**config.mk**
```make
export PLATFORM = sky130hd
export DESIGN_NAME = alu_req_arbiter_flat
export DESIGN_NICKNAME = d
export VERILOG_FILES = /design/src/rtl/alu_req_arbiter_if.sv /design/src/rtl/alu_req_arbiter.sv /design/src/flat_wrapper.sv
export SDC_FILE = /design/constraint.sdc
export NUM_CORES = 1
export LEC_CHECK = 0
export CAP_MARGIN = 30
export CORE_MARGIN = 4
export CORE_UTILIZATION = 43
export CTS_BUF_LIST = sky130_fd_sc_hd__clkbuf_16
export CTS_CLUSTER_DIAMETER = 80
export DETAILED_ROUTE_END_ITERATION = 10
export PLACE_DENSITY = 0.95
export SLEW_MARGIN = 20
export SYNTH_ARGS = -nofsm -noshare
export SYNTH_HDL_FRONTEND = slang
export SYNTH_SLANG_ARGS = --single-unit
```
**constraint.sdc**
```tcl
create_clock -name clk -period 4.6 [get_ports clk]
set_input_delay 0.46 -clock clk [delete_from_list [all_inputs] [get_ports clk]]
set_output_delay 0.46 -clock clk [all_outputs]
set_load 0.02 [all_outputs]
```
**src/rtl/alu_req_arbiter_if.sv**
```systemverilog
// Bundles the two request ports, the external ALU connection and the response port.
// The arbiter connects through the slave modport; the requesters/consumer/ALU side uses master.
interface alu_req_arbiter_if #(
    parameter int WIDTH = 16
);
    logic             req0_valid;
    logic             req0_ready;
    logic [WIDTH-1:0] req0_a;
    logic [WIDTH-1:0] req0_b;
    logic [3:0]       req0_sel;

    logic             req1_valid;
    logic             req1_ready;
    logic [WIDTH-1:0] req1_a;
    logic [WIDTH-1:0] req1_b;
    logic [3:0]       req1_sel;

    logic [WIDTH-1:0] alu_a;
    logic [WIDTH-1:0] alu_b;
    logic [3:0]       alu_sel;
    logic [WIDTH-1:0] alu_y;
    logic             alu_cout;
    logic             alu_zero;

    logic             rsp_valid;
    logic             rsp_ready;
    logic             rsp_id;
    logic [WIDTH-1:0] rsp_y;
    logic             rsp_cout;
    logic             rsp_zero;

    modport slave (
        input  req0_valid, req0_a, req0_b, req0_sel,
        input  req1_valid, req1_a, req1_b, req1_sel,
        input  alu_y, alu_cout, alu_zero, rsp_ready,
        output req0_ready, req1_ready,
        output alu_a, alu_b, alu_sel,
        output rsp_valid, rsp_id, rsp_y, rsp_cout, rsp_zero
    );

    modport master (
        output req0_valid, req0_a, req0_b, req0_sel,
        output req1_valid, req1_a, req1_b, req1_sel,
        output alu_y, alu_cout, alu_zero, rsp_ready,
        input  req0_ready, req1_ready,
        input  alu_a, alu_b, alu_sel,
        input  rsp_valid, rsp_id, rsp_y, rsp_cout, rsp_zero
    );
endinterface

```
**src/rtl/alu_req_arbiter.sv**
```systemverilog
// Round-robin arbiter sharing one external combinational ALU between two requesters.
// Handshake: a transfer happens on a rising edge where valid && ready; ready never depends on ready of the other side.
module alu_req_arbiter #(
    parameter int WIDTH = 16,
    parameter int CNT_W = 16
) (
    input  logic             clk,
    input  logic             rst_n,
    alu_req_arbiter_if.slave bus,
    output logic             busy,
    output logic [CNT_W-1:0] op_count,
    output logic [1:0]       state_o
);

    typedef enum logic [1:0] {
        IDLE = 2'd0,
        EXEC = 2'd1,
        RESP = 2'd2
    } state_t;

    state_t           state_q, state_d;
    logic             last_grant_q;
    logic [WIDTH-1:0] alu_a_q, alu_b_q;
    logic [3:0]       alu_sel_q;
    logic             rsp_valid_q, rsp_id_q, rsp_cout_q, rsp_zero_q;
    logic [WIDTH-1:0] rsp_y_q;
    logic [CNT_W-1:0] op_count_q;

    logic             grant;
    logic             accept;
    logic [WIDTH-1:0] grant_a, grant_b;
    logic [3:0]       grant_sel;

    // Unary opcodes ignore B; forcing it to zero keeps undriven operands off the ALU.
    function automatic logic is_unary(input logic [3:0] sel);
        case (sel)
            4'b0010, 4'b0011, 4'b0111,
            4'b1000, 4'b1001, 4'b1010, 4'b1011, 4'b1100: is_unary = 1'b1;
            default:                                     is_unary = 1'b0;
        endcase
    endfunction

    always_comb begin
        grant = 1'b0;
        if (bus.req0_valid && bus.req1_valid) grant = ~last_grant_q;
        else if (bus.req1_valid)              grant = 1'b1;
        accept    = (state_q == IDLE) && (bus.req0_valid || bus.req1_valid);
        grant_a   = grant ? bus.req1_a   : bus.req0_a;
        grant_b   = grant ? bus.req1_b   : bus.req0_b;
        grant_sel = grant ? bus.req1_sel : bus.req0_sel;
    end

    always_ff @(posedge clk or negedge rst_n) begin
        if (!rst_n) state_q <= IDLE;
        else        state_q <= state_d;
    end

    always_comb begin
        state_d = state_q;
        case (state_q)
            IDLE:    if (accept) state_d = EXEC;
            EXEC:    state_d = RESP;
            RESP:    if (bus.rsp_ready) state_d = IDLE;
            default: state_d = IDLE;
        endcase
    end

    always_comb begin
        bus.req0_ready = (state_q == IDLE) && !grant && bus.req0_valid;
        bus.req1_ready = (state_q == IDLE) &&  grant && bus.req1_valid;
        busy           = (state_q != IDLE);
        state_o        = state_q;
    end

    always_ff @(posedge clk or negedge rst_n) begin
        if (!rst_n) begin
            last_grant_q <= 1'b1;
            alu_a_q      <= '0;
            alu_b_q      <= '0;
            alu_sel_q    <= 4'b1111;
            rsp_valid_q  <= 1'b0;
            rsp_id_q     <= 1'b0;
            rsp_y_q      <= '0;
            rsp_cout_q   <= 1'b0;
            rsp_zero_q   <= 1'b0;
            op_count_q   <= '0;
        end else begin
            case (state_q)
                IDLE: begin
                    if (accept) begin
                        alu_a_q      <= grant_a;
                        alu_b_q      <= is_unary(grant_sel) ? '0 : grant_b;
                        alu_sel_q    <= grant_sel;
                        rsp_id_q     <= grant;
                        last_grant_q <= grant;
                    end
                end
                EXEC: begin
                    rsp_y_q     <= bus.alu_y;
                    rsp_cout_q  <= bus.alu_cout;
                    rsp_zero_q  <= bus.alu_zero;
                    rsp_valid_q <= 1'b1;
                end
                RESP: begin
                    if (bus.rsp_ready) begin
                        rsp_valid_q <= 1'b0;
                        op_count_q  <= op_count_q + CNT_W'(1);
                    end
                end
                default: ;
            endcase
        end
    end

    assign bus.alu_a     = alu_a_q;
    assign bus.alu_b     = alu_b_q;
    assign bus.alu_sel   = alu_sel_q;
    assign bus.rsp_valid = rsp_valid_q;
    assign bus.rsp_id    = rsp_id_q;
    assign bus.rsp_y     = rsp_y_q;
    assign bus.rsp_cout  = rsp_cout_q;
    assign bus.rsp_zero  = rsp_zero_q;
    assign op_count      = op_count_q;

endmodule

```
**src/flat_wrapper.sv**
```systemverilog
// flat-port wrapper written by rule: the top's interface ports become plain ports
module alu_req_arbiter_flat 
#(
    parameter int WIDTH = 16,
    parameter int CNT_W = 16
)
  (clk, rst_n, busy, op_count, state_o, bus_req0_valid, bus_req0_a, bus_req0_b, bus_req0_sel, bus_req1_valid, bus_req1_a, bus_req1_b, bus_req1_sel, bus_alu_y, bus_alu_cout, bus_alu_zero, bus_rsp_ready, bus_req0_ready, bus_req1_ready, bus_alu_a, bus_alu_b, bus_alu_sel, bus_rsp_valid, bus_rsp_id, bus_rsp_y, bus_rsp_cout, bus_rsp_zero);
  alu_req_arbiter_if #(.WIDTH(WIDTH)) bus_i ();
  input  logic clk;
  input  logic rst_n;
  output logic busy;
  output logic [CNT_W-1:0] op_count;
  output logic [1:0] state_o;
  input wire logic [$bits(bus_i.req0_valid)-1:0] bus_req0_valid;
  input wire logic [$bits(bus_i.req0_a)-1:0] bus_req0_a;
  input wire logic [$bits(bus_i.req0_b)-1:0] bus_req0_b;
  input wire logic [$bits(bus_i.req0_sel)-1:0] bus_req0_sel;
  input wire logic [$bits(bus_i.req1_valid)-1:0] bus_req1_valid;
  input wire logic [$bits(bus_i.req1_a)-1:0] bus_req1_a;
  input wire logic [$bits(bus_i.req1_b)-1:0] bus_req1_b;
  input wire logic [$bits(bus_i.req1_sel)-1:0] bus_req1_sel;
  input wire logic [$bits(bus_i.alu_y)-1:0] bus_alu_y;
  input wire logic [$bits(bus_i.alu_cout)-1:0] bus_alu_cout;
  input wire logic [$bits(bus_i.alu_zero)-1:0] bus_alu_zero;
  input wire logic [$bits(bus_i.rsp_ready)-1:0] bus_rsp_ready;
  output wire logic [$bits(bus_i.req0_ready)-1:0] bus_req0_ready;
  output wire logic [$bits(bus_i.req1_ready)-1:0] bus_req1_ready;
  output wire logic [$bits(bus_i.alu_a)-1:0] bus_alu_a;
  output wire logic [$bits(bus_i.alu_b)-1:0] bus_alu_b;
  output wire logic [$bits(bus_i.alu_sel)-1:0] bus_alu_sel;
  output wire logic [$bits(bus_i.rsp_valid)-1:0] bus_rsp_valid;
  output wire logic [$bits(bus_i.rsp_id)-1:0] bus_rsp_id;
  output wire logic [$bits(bus_i.rsp_y)-1:0] bus_rsp_y;
  output wire logic [$bits(bus_i.rsp_cout)-1:0] bus_rsp_cout;
  output wire logic [$bits(bus_i.rsp_zero)-1:0] bus_rsp_zero;
  assign bus_i.req0_valid = bus_req0_valid;
  assign bus_i.req0_a = bus_req0_a;
  assign bus_i.req0_b = bus_req0_b;
  assign bus_i.req0_sel = bus_req0_sel;
  assign bus_i.req1_valid = bus_req1_valid;
  assign bus_i.req1_a = bus_req1_a;
  assign bus_i.req1_b = bus_req1_b;
  assign bus_i.req1_sel = bus_req1_sel;
  assign bus_i.alu_y = bus_alu_y;
  assign bus_i.alu_cout = bus_alu_cout;
  assign bus_i.alu_zero = bus_alu_zero;
  assign bus_i.rsp_ready = bus_rsp_ready;
  assign bus_req0_ready = bus_i.req0_ready;
  assign bus_req1_ready = bus_i.req1_ready;
  assign bus_alu_a = bus_i.alu_a;
  assign bus_alu_b = bus_i.alu_b;
  assign bus_alu_sel = bus_i.alu_sel;
  assign bus_rsp_valid = bus_i.rsp_valid;
  assign bus_rsp_id = bus_i.rsp_id;
  assign bus_rsp_y = bus_i.rsp_y;
  assign bus_rsp_cout = bus_i.rsp_cout;
  assign bus_rsp_zero = bus_i.rsp_zero;
  alu_req_arbiter #(.WIDTH(WIDTH), .CNT_W(CNT_W)) u_core (.clk(clk), .rst_n(rst_n), .bus(bus_i), .busy(busy), .op_count(op_count), .state_o(state_o));
endmodule
```
-- Word-level counts from Yosys, hierarchy flattened
Memories as Yosys holds them, arrays and structs flattened.
Index checks and enable logic that the tools add are counted.
- input bits: 95
- output and inout port bits: 77
- bits in registers: 75
- memories kept: 1
- ROM bits: 16
- muxes and demuxes: 13
- equality and inequality tests: 4
- reduce and logical (&&, ||, !) cells: 15
- $add $sub $neg: 1
- bitwise logic cells: 1
- memory list (memory ; words ; bits a word ; read ports ; clocked after memory_dff ; write ports ; line ; text):
    (no name shown) ; 16 ; 1 ; 1 ; 0 ; 0 ; alu_req_arbiter.sv:36 ; case (sel)
- operators with widths (kind ; number):
    2-to-1 mux 16 bit ; 3
    adder 16 x 1 -> 16 bit, second input constant ; 1
    AND reduction 2 bit ; 4
    logical AND 1 bit ; 6
    one-hot mux 2 bit (3 select lines) ; 1
    2-to-1 mux 1 bit ; 5
    2-to-1 mux 2 bit ; 2
    2-to-1 mux 4 bit ; 1
    nonzero test 2 bit ; 2
    equality test 2 x 1 -> 1 bit, second input constant ; 1
    equality test 2 bit, second input constant ; 1
    zero test 2 bit ; 1
    != test 2 x 1 -> 1 bit, second input constant ; 1
    != test 2 bit, second input constant ; 1
    one-hot mux 1 bit (2 select lines) ; 1
    zero test 1 bit ; 1
    logical OR 1 bit ; 1
    inverter 1 bit ; 1

-- Logic depth before layout (Yosys ltp)
Gate-level depths: netlist of run 1.
An unclocked memory read counts as a cell.
- depth in word-level cells: 7
- mapped depth: 6
- depth with buffers taken out: 5

-- Least setup slack after synthesis of run 1
OpenSTA, ideal clock, no wires.
- path type: input port to output port
- from: input bus_req1_valid
- to: output bus_req0_ready
- data required time: 4140 ps
- setup slack: 2868 ps
- stages: 4
- data arrival time: 1272 ps
- cells stage by stage: a21boi_1 > buf_4 > buf_4 > nor2_1
- cells in the longest elaborated chain, start to end: 5
- ends and longest elaborated chain (what ; line ; text):
    start, declared ; flat_wrapper.sv:18 ; input wire logic [$bits(bus_i.req1_valid)-1:0] bus_req1_valid;
    2-to-1 mux 1 bit or logical AND 1 bit (tied branches) ; alu_req_arbiter.sv:46, alu_req_arbiter.sv:45 ;
    2-to-1 mux 1 bit (*) ; alu_req_arbiter.sv:45 ; if (bus.req0_valid && bus.req1_valid) grant = ~last_grant_q;
    zero test 1 bit (*) ; alu_req_arbiter.sv:69 ; bus.req0_ready = (state_q == IDLE) && !grant && bus.req0_valid;
    logical AND 1 bit (*) (2 in series) ; alu_req_arbiter.sv:69 ;
    end, declared ; flat_wrapper.sv:26 ; output wire logic [$bits(bus_i.req0_ready)-1:0] bus_req0_ready;
Mark *: on every way between the ends. The rest lies on a longest branch, timed or not.

-- Final worst setup path of run 1
- from: input bus_req1_valid
- to: output bus_req1_ready
- cells in the longest elaborated chain, start to end: 4
- ends and longest elaborated chain (what ; line ; text):
    2-to-1 mux 1 bit or logical AND 1 bit (tied branches) ; alu_req_arbiter.sv:46, alu_req_arbiter.sv:45 ;
    2-to-1 mux 1 bit ; alu_req_arbiter.sv:45 ;
    logical AND 1 bit ; alu_req_arbiter.sv:70 ; bus.req1_ready = (state_q == IDLE) && grant && bus.req1_valid;
    logical AND 1 bit (*) ; alu_req_arbiter.sv:70 ;
    end, declared ; flat_wrapper.sv:27 ; output wire logic [$bits(bus_i.req1_ready)-1:0] bus_req1_ready;
Marks and branches as above.

==> results of run 1 <==
==> worst paths after layout <==
| check | start | end | depth (start not counted) |
|---|---|---|---|
| setup / recovery | bus_req1_valid | bus_req1_ready | 4 |
| min in group clk | u_core.op_count[15] | u_core.op_count[15] | 1 |
| hold / removal | rst_n | u_core.op_count[13] | 1 |
| hold reg to reg | u_core.op_count[15] | u_core.op_count[15] | 1 |
| setup reg to reg | u_core.last_grant_q | u_core.bus.alu_b[14] | 5 |
| max in group asynchronous | rst_n | u_core.last_grant_q | 2 |
==> cell families (layout without fill, tap and decap cells) <==
group	after synthesis	count (layout)	share of synthesized area
xor+xnor	15	15	0.04379
fa+ha+maj	1	1	0.003742
buf+inv	17	193	0.02582
mux	54	54	0.1684
compound gates	44	44	0.07260
flops	75	75	0.5632
simple gates	76	76	0.1224
==> per-stage QoR <==
step / power (W) / area (µm²) / instances / util
4_1_cts: 0.003430 / 5424 / 556 / 0.7321
3_3_place_gp: 0.002691 / 5142 / 541 / 0.6941
3_5_place_dp: 0.002756 / 5142 / 541 / 0.6941
6_report: 0.003395 / 5444 / 557 / 0.7348
5_1_grt: 0.003590 / 5444 / 557 / 0.7348
2_1_floorplan: 0.001940 / 3343 / 282 / -
==> report_power, final <==
| part | switching (W) | internal, W | total (W) |
|---|---|---|---|
| Combinational | 0.000812 | 0.000789 | 0.00160 |
| Sequential | 0.000175 | 0.000953 | 0.00113 |
| Clock | 0.000254 | 0.000413 | 0.000666 |
| Total | 0.00124 | 0.00215 | 0.00340 |
==> layer usage <==
metal,vias up,track usage,wire (µm)
li1,1321,-,-
met1,1322,0.2146,3263
met2,118,0.3364,4515
met3,16,0.05786,791
met4,0,0.06991,187
met5,-,0,0
==> flip-flops by register name, indices dropped and copies added (netlist names), 2 cells and up <==
name and cells:
u_core.bus.alu_sel 4, u_core.op_count 16, u_core.bus.alu_b 16, u_core.state_o 2
u_core.bus.alu_a 16, u_core.bus.rsp_y 16
==> worst reg2reg max path, cell delays in order (launching register included) <==
cell and delay [ns]:
dfstp_2 0.39, a21boi_4 0.56, buf_4 0.48, nor4_1 0.15, o21ai_2 0.53, o21ai_0 0.20
==> cells in the mapped netlist (2+ instances only) <==
library cell / instances / area, µm²
o21ai_0: 26 / 130.1
dfrtp_1: 70 / 1752
dfstp_2: 5 / 131.4
or2_2: 2 / 12.51
nor3b_1: 2 / 15.01
a21o_1: 2 / 15.01
buf_2: 6 / 30.03
mux2_2: 18 / 202.7
xor2_1: 2 / 17.52
xnor2_1: 11 / 96.34
nand4_1: 4 / 25.02
inv_1: 4 / 15.01
nand3_1: 4 / 20.02
o21ai_1: 11 / 55.05
clkbuf_1: 3 / 11.26
nor2_1: 5 / 18.77
mux2i_1: 36 / 360.4
buf_4: 4 / 30.03
nand2_1: 43 / 161.4
==> layout make-up <==
type | instances | area [µm²] | area share
Clock buffer | 9 | 225.2 | 0.04137
Clock inverter | 6 | 56.30 | 0.01034
Inverter | 4 | 15.01 | 0.002758
Multi-Input combinational cell | 190 | 1396 | 0.2565
Sequential cell | 75 | 1883 | 0.3459
Tap cell | 99 | 123.9 | 0.02275
Timing Repair Buffer | 174 | 1744 | 0.3204
==> impl.org, run 1 <==
** Status
- Result of the run :: finished clean

** Setup path
- By instance count, the cell type seen most on the critical path is clkdlybuf4s50_1.
- For the worst setup path, the data arrival time is 2.51 ns.
- Endpoint type of the worst setup path :: output port
- Cell with the biggest individual delay on the critical path :: clkdlybuf4s50_1
- The worst register-to-register path has a setup slack of 2.14 ns.
- Buffers and inverters on the worst path :: 2
- By startpoint and endpoint, the worst setup path is classified as input port to output port.
- Worst-path cell chain :: clkdlybuf4s50_1 -> a21boi_4 -> and2_1 -> clkdlybuf4s50_1
- Worst-path maximum fanout :: 17
- Data on the critical path is required at its endpoint by 4.14 ns.
- STA classifies the critical path startpoint as an input port.
- Family with the most delay on the worst path :: buffers and inverters
- Highest cell delay on the worst timing path :: 0.62 ns

** Route
- In this run the remaining antenna-violating nets after routing total 0.
- In this run, the number of DRC markers left after iteration 0 of detailed routing was 43.
- Average wire per cell in the routed design :: 15.72 µm
- Vias :: 2777
- After detailed routing, the number of remaining DRC violations is 0.
- Using the TritonRoute via totals, the vias-per-cell ratio works out to between 4 and 5.
- Detailed-routing iteration count for the pre-antenna-repair pass :: 4
- Final routed wirelength across all metal layers :: just under 9000 µm

** Min path
- The path class of the tightest hold or removal check is input port to asynchronous set/reset pin.

** Floorplanning
- The floorplan step set the die width to 96.18 µm.
- Ports :: 172
- For this configuration, the core starts out at a cell density of 0.4513.
- Placement Rows :: 31
- Die Ht :: 96.18 µm
- Floorplan die area :: between 0.009 and 0.01 mm²
- The floorplan step defined a core boundary enclosing 0.007408 mm².

** Global route
- Global routing finished with a remaining overflow of 0.
- Number of global-route vias before repair :: 2921
- Entering global routing, the biggest net connects 76 pins.
- The first global-routing pass estimated 13590 µm of wire.
- The initial antenna violation count is 0.
- For this run, the total global-route usage over all layers was measured as 0.1902.

** STA
- In the finished design, the share of the clock period the worst path needs comes to 0.6462.
- Headroom to the max-slew limit came out at 0.5406.
- Worst hold slack after final layout :: slightly above 0.06 ns
- Setup Skew :: 0.009025 ns
- Slew at the pin closest to its max-slew limit :: 0.6873 ns
- Final Max Tran Viols :: 0
- Final total negative setup slack :: 0 ns
- Hold Vio Cnt, Final :: 0
- The worst path meets setup with 1.627 ns of slack.
- RSZ-0062 raised after global routing :: no
- Final setup vio count :: 0
- Maximum operating frequency :: 336.4 MHz
- Final critical delay including setup and external delays :: 2.973 ns

** Placed design
- Pre-CTS WS :: 1.442 ns
- Final Wtd Congestion :: approximately 0.75
- Port Buffers :: 171
- HPWL Detailed :: 6870 µm

** Clock tree
- CTS saw 75 sinks.
- Buffers inserted to repair hold after CTS numbered 0.
- H-tree Lvls :: 3
- CTS placed an instance of clkbuf_16 at the clock tree root.
- CTS Buf Count :: 9
- Worst-skew pair later-pin latency :: 0.32 ns
- Post-CTS timing repair inserted 0 buffers for setup.
- The clock passes through at most 2 buffers.
- Clock Pin Slew Worst Setup and Hold Paths :: 0.06 ns
- TritonCTS built the clock tree.
- Count of instances resized after the clock tree is built :: 0

** Cells and area
- Diodes inserted :: 0
- Share of post-route cells with drive strength above 1 :: 0.1266
- Commonest non-fill, non-tap cell in the layout :: clkdlybuf4s50_1
- The library cells used most frequently in the layout, excluding fill and tap cells, are 170 x clkdlybuf4s50_1, 70 x dfrtp_1, 43 x nand2_1, 36 x mux2i_1, 26 x o21ai_0.
- Final layout net count :: 550
- The layout has 502 filler cells.
- Area growth, synth to finish :: 62.84%

** Logic synthesis
- For this run, the register share of the synthesized area comes to 0.5632.
- Synthesized area :: ~0.0033 mm²
- Synthesis produced a netlist whose cell count is roughly 280.
- Yosys mapped the design onto 43 distinct sky130hd cell types.
- Post-synthesis average cell area :: 11.86 µm²
- After synthesis the netlist holds a flip-flop and latch count of 75.
- In the synthesized netlist the async set-or-reset flop fraction comes to 1.000.
- Dominant synthesized flop cell :: dfrtp_1
- The number of nets in the synthesized netlist is 378.
- Counting flops with a built-in enable in the synthesized netlist gives 0.
- Yosys printed 0 warnings.

** Power and ir drop
- Lkg Pwr :: 2.353 nW
- Power per unit of standard cell area :: 623.7 mW/mm²
- Maximum ir drop on the vdd rail :: 314.6 µV

** Job
- Reported max-cap violation count :: 0
(Power assumes the default switching activity.)
==> run 2: changes to the inputs <==
CORE_UTILIZATION = 36   (was 43)
PLACE_DENSITY = 0.87   (was 0.95)
clock period = 2.5 ns   (was 4.6 ns; I/O delays follow)
==> impl.org, run 2 (synthesis gave the netlist of run 1 again) <==
** Global route
- Congestion Overflow GR :: 0 (unchanged)
- The largest net degree at the start of global routing came to 76 (unchanged).
- The combined global-route utilization of all metal layers came to 0.1577 (was 0.1902).
- Number of antenna violations at the first check in global routing :: 0 (unchanged)
- The via count of the first global-routing pass is 2935 (was 2921).
- The wire length of the first global-routing pass was 13960 µm (was 13590 µm).

** STA
- Counting I/O delays and the setup requirement, the final critical path takes 2.107 ns.
- The slew of the pin with the lowest slew margin was 0.6090 ns (was 0.6873 ns).
- The count of final max-slew check failures was 0 (unchanged).
- RSZ-0062 raised after global routing: no (unchanged).
- Maximum operating frequency :: 474.7 MHz
- Of the available clock period, the critical path in the final layout requires 0.8427.
- Tightest slew margin relative to the limit :: 0.5940 (was 0.5406)
- The clock skew after layout came to 0.004892 ns (was 0.009025 ns).
- The setup TNS was 0 ns (unchanged).
- Final setup vio count :: 0 (unchanged)
- Hold Vio Cnt, Final :: 0 (unchanged)

** Placed design
- HPWL Detailed :: 6746 µm (was 6870 µm)
- The cell area after placement came to 0.005176 mm² (was 0.005142 mm²).
- The routability-driven placement congestion ratio came to 0.7833 (was 0.7513).
- The number of port buffers is 171 (unchanged).

** Min path
- Path type of the worst min-delay path :: input port to asynchronous set/reset pin (unchanged)

** Cells and area
- Area growth, synth to finish :: 64.97% (was 62.84%)
- Diodes inserted :: 0 (unchanged)
- Post-route cell area :: 0.005515 mm² (was 0.005444 mm²)
- Share of post-route cells with drive strength above 1 :: 0.1320 (was 0.1266)
- Final layout net count :: 554 (was 550)
- The share of the core filled with cells in the final layout is 0.6203 (was 0.7348).
- Commonest non-fill, non-tap cells in the layout: 170 x clkdlybuf4s50_1, 70 x dfrtp_1, 43 x nand2_1, 36 x mux2i_1, 26 x o21ai_0 (unchanged).
- Commonest non-fill, non-tap cell in the layout :: clkdlybuf4s50_1 (unchanged)

** Clock tree
- The number of gates resized after CTS came to 0 (unchanged).
- Worst-skew pair later-pin latency :: 0.32 ns (about the same)
- H-tree Lvls :: 3 (unchanged)
- Clock root buffer :: clkbuf_16 (unchanged)
- Cts hold-fix bufs :: 0 (unchanged)
- The TritonCTS clock tree is built (unchanged).
- Clock Pin Slew Worst Setup and Hold Paths :: 0.06 ns (about the same)
- Setup repair bufs after CTS :: 0 (unchanged)
- The maximum buffer depth of the clock tree came to 2 (unchanged).
- The number of buffers created by CTS came to 9 (unchanged).
- The number of sinks handled by clock tree synthesis came to 75 (unchanged).

** Setup path
- The delay of the slowest cell on the worst path is 0.62 ns (about the same).
- Cell with the biggest individual delay on the critical path :: clkdlybuf4s50_1 (unchanged)
- The endpoint required time on the critical path was 2.25 ns (was 4.14 ns).
- The endpoint kind of the worst setup timing path is an output port (unchanged).
- The worst endpoint data arrival time came to 1.86 ns (was 2.51 ns).
- Worst-path maximum fanout :: 6 (was 17)
- Kind of start point of the critical path :: flip-flop (was input port)
- Worst-path cell chain: nor2_1 -> buf_4 -> and2_1 -> clkdlybuf4s50_1 (was clkdlybuf4s50_1 -> a21boi_4 -> and2_1 -> clkdlybuf4s50_1).
- The class of the most critical setup path is flip-flop to output port (was input port to output port).

** Power and ir drop
- Maximum ir drop on the vdd rail :: 640.9 µV (was 314.6 µV)
- The total power of the final layout was 0.006338 W (was 0.003395 W).
- Lkg Pwr :: 2.386 nW (was 2.353 nW)
- The total power density per cell area is 1149 mW/mm² (was 623.7 mW/mm²).

** Floorplanning
- The area inside the core boundary is 0.008891 mm² (was 0.007408 mm²).
- The die outline height came to 104.4 µm (was 96.18 µm).
- The number of cell rows was 34 (was 31).
- Floorplan die width :: 104.4 µm (was 96.18 µm)
- The effective utilization at floorplan is 0.3760 (was 0.4513).
- Ports :: 172 (unchanged)
- The die outline area is 0.01089 mm² (was 0.009250 mm²).

** Route
- Detailed-route vias per instance :: 4.767 (was 4.986)
- The detailed-route wire length per cell is 15.05 µm (was 15.72 µm).
- The first-pass iteration count of the detailed router came to 4 (unchanged).
- The via count of the routed design came to 2717 (was 2777).
- The DRC violation total after the first TritonRoute iteration was 93 (was 43).
- The DRC violation count after routing is 0 (unchanged).
- Number of nets with antenna violations after detailed routing :: 0 (unchanged)
- Final routed wirelength across all metal layers :: 8580 µm (was 8758 µm)

** Status
- Result of the run: finished clean (unchanged).

** Job
- Reported max-cap violation count :: 0 (unchanged)
## run 2: cell count changes in the layout (fill, tap and decap cells not counted)
| cell | delta |
|---|---|
| buf_4 | +3 |
| bufinv_16 | +1 |
| clkinv_1 | -2 |
| clkinv_2 | -2 |
| clkinv_4 | +1 |
| clkinvlp_4 | +1 |
| dlygate4sd3_1 | +1 |
| inv_1 | +2 |
| inv_6 | -1 |
## run 2: path summary, 6_finish.rpt
path	slack, ns	start	endpoint	cells past startpoint
worst max-delay path	0.39	u_core.state_o[1]	bus_req1_ready	4
worst min-delay path	0.44	rst_n	u_core.op_count[14]	2
worst max register to register	0.73	u_core.state_o[1]	u_core.bus.alu_b[11]	7
worst min register to register	0.48	u_core.bus.alu_b[13]	u_core.bus.alu_b[13]	2
max in group asynchronous	1.43	rst_n	u_core.bus.alu_sel[0]	3
min in group clk	0.48	u_core.bus.alu_b[13]	u_core.bus.alu_b[13]	2
## run 2: layout make-up
class / instances / area (µm²)
clock buffers: 9 / 225.2
multi-input cells: 190 / 1396
repair buffers: 178 / 1777
fillers: 714 / 3376
flip-flops and latches: 75 / 1883
well taps: 108 / 135.1
inverters: 4 / 15.01
clock inverters: 6 / 83.83
## run 2: critical path, delay by kind of cell, from the launching register on
family / cells / cell delay (ns)
buffers and inverters: 2 / 0.78
flip-flops: 1 / 0.45
AND/OR/NAND/NOR: 2 / 0.31
## run 2: routing by layer
metal / part of all wire / global-route usage / routed length [µm] / up-vias
met1: 0.41 / 0.1813 / 3487 / 1250
li1: - / - / - / 1324
met2: 0.49 / 0.2675 / 4179 / 119
met4: 0.030 / 0.06933 / 259 / 0
met3: 0.076 / 0.05152 / 654 / 24
met5: 0 / 0 / 0 / -
## run 2: through the flow
| step | setup WS [ns] | cells | hold slack, ns |
|---|---|---|---|
| after floorplan | 0.7814 | 282 | -0.04559 |
| after global placement | 0.3968 | 553 | 0.4298 |
| after detailed placement | 0.2973 | 553 | 0.4577 |
| after CTS | 0.3552 | 568 | 0.1070 |
| after global routing | 0.2802 | 570 | 0.4724 |
| final | 0.3932 | 570 | 0.4354 |
## run 2: power breakdown
part           internal (W)  switching, W  total [W]
sequential          0.00175      0.000319    0.00207
clock              0.000862      0.000464    0.00133
combinational       0.00148       0.00146    0.00294
total               0.00409       0.00225    0.00634
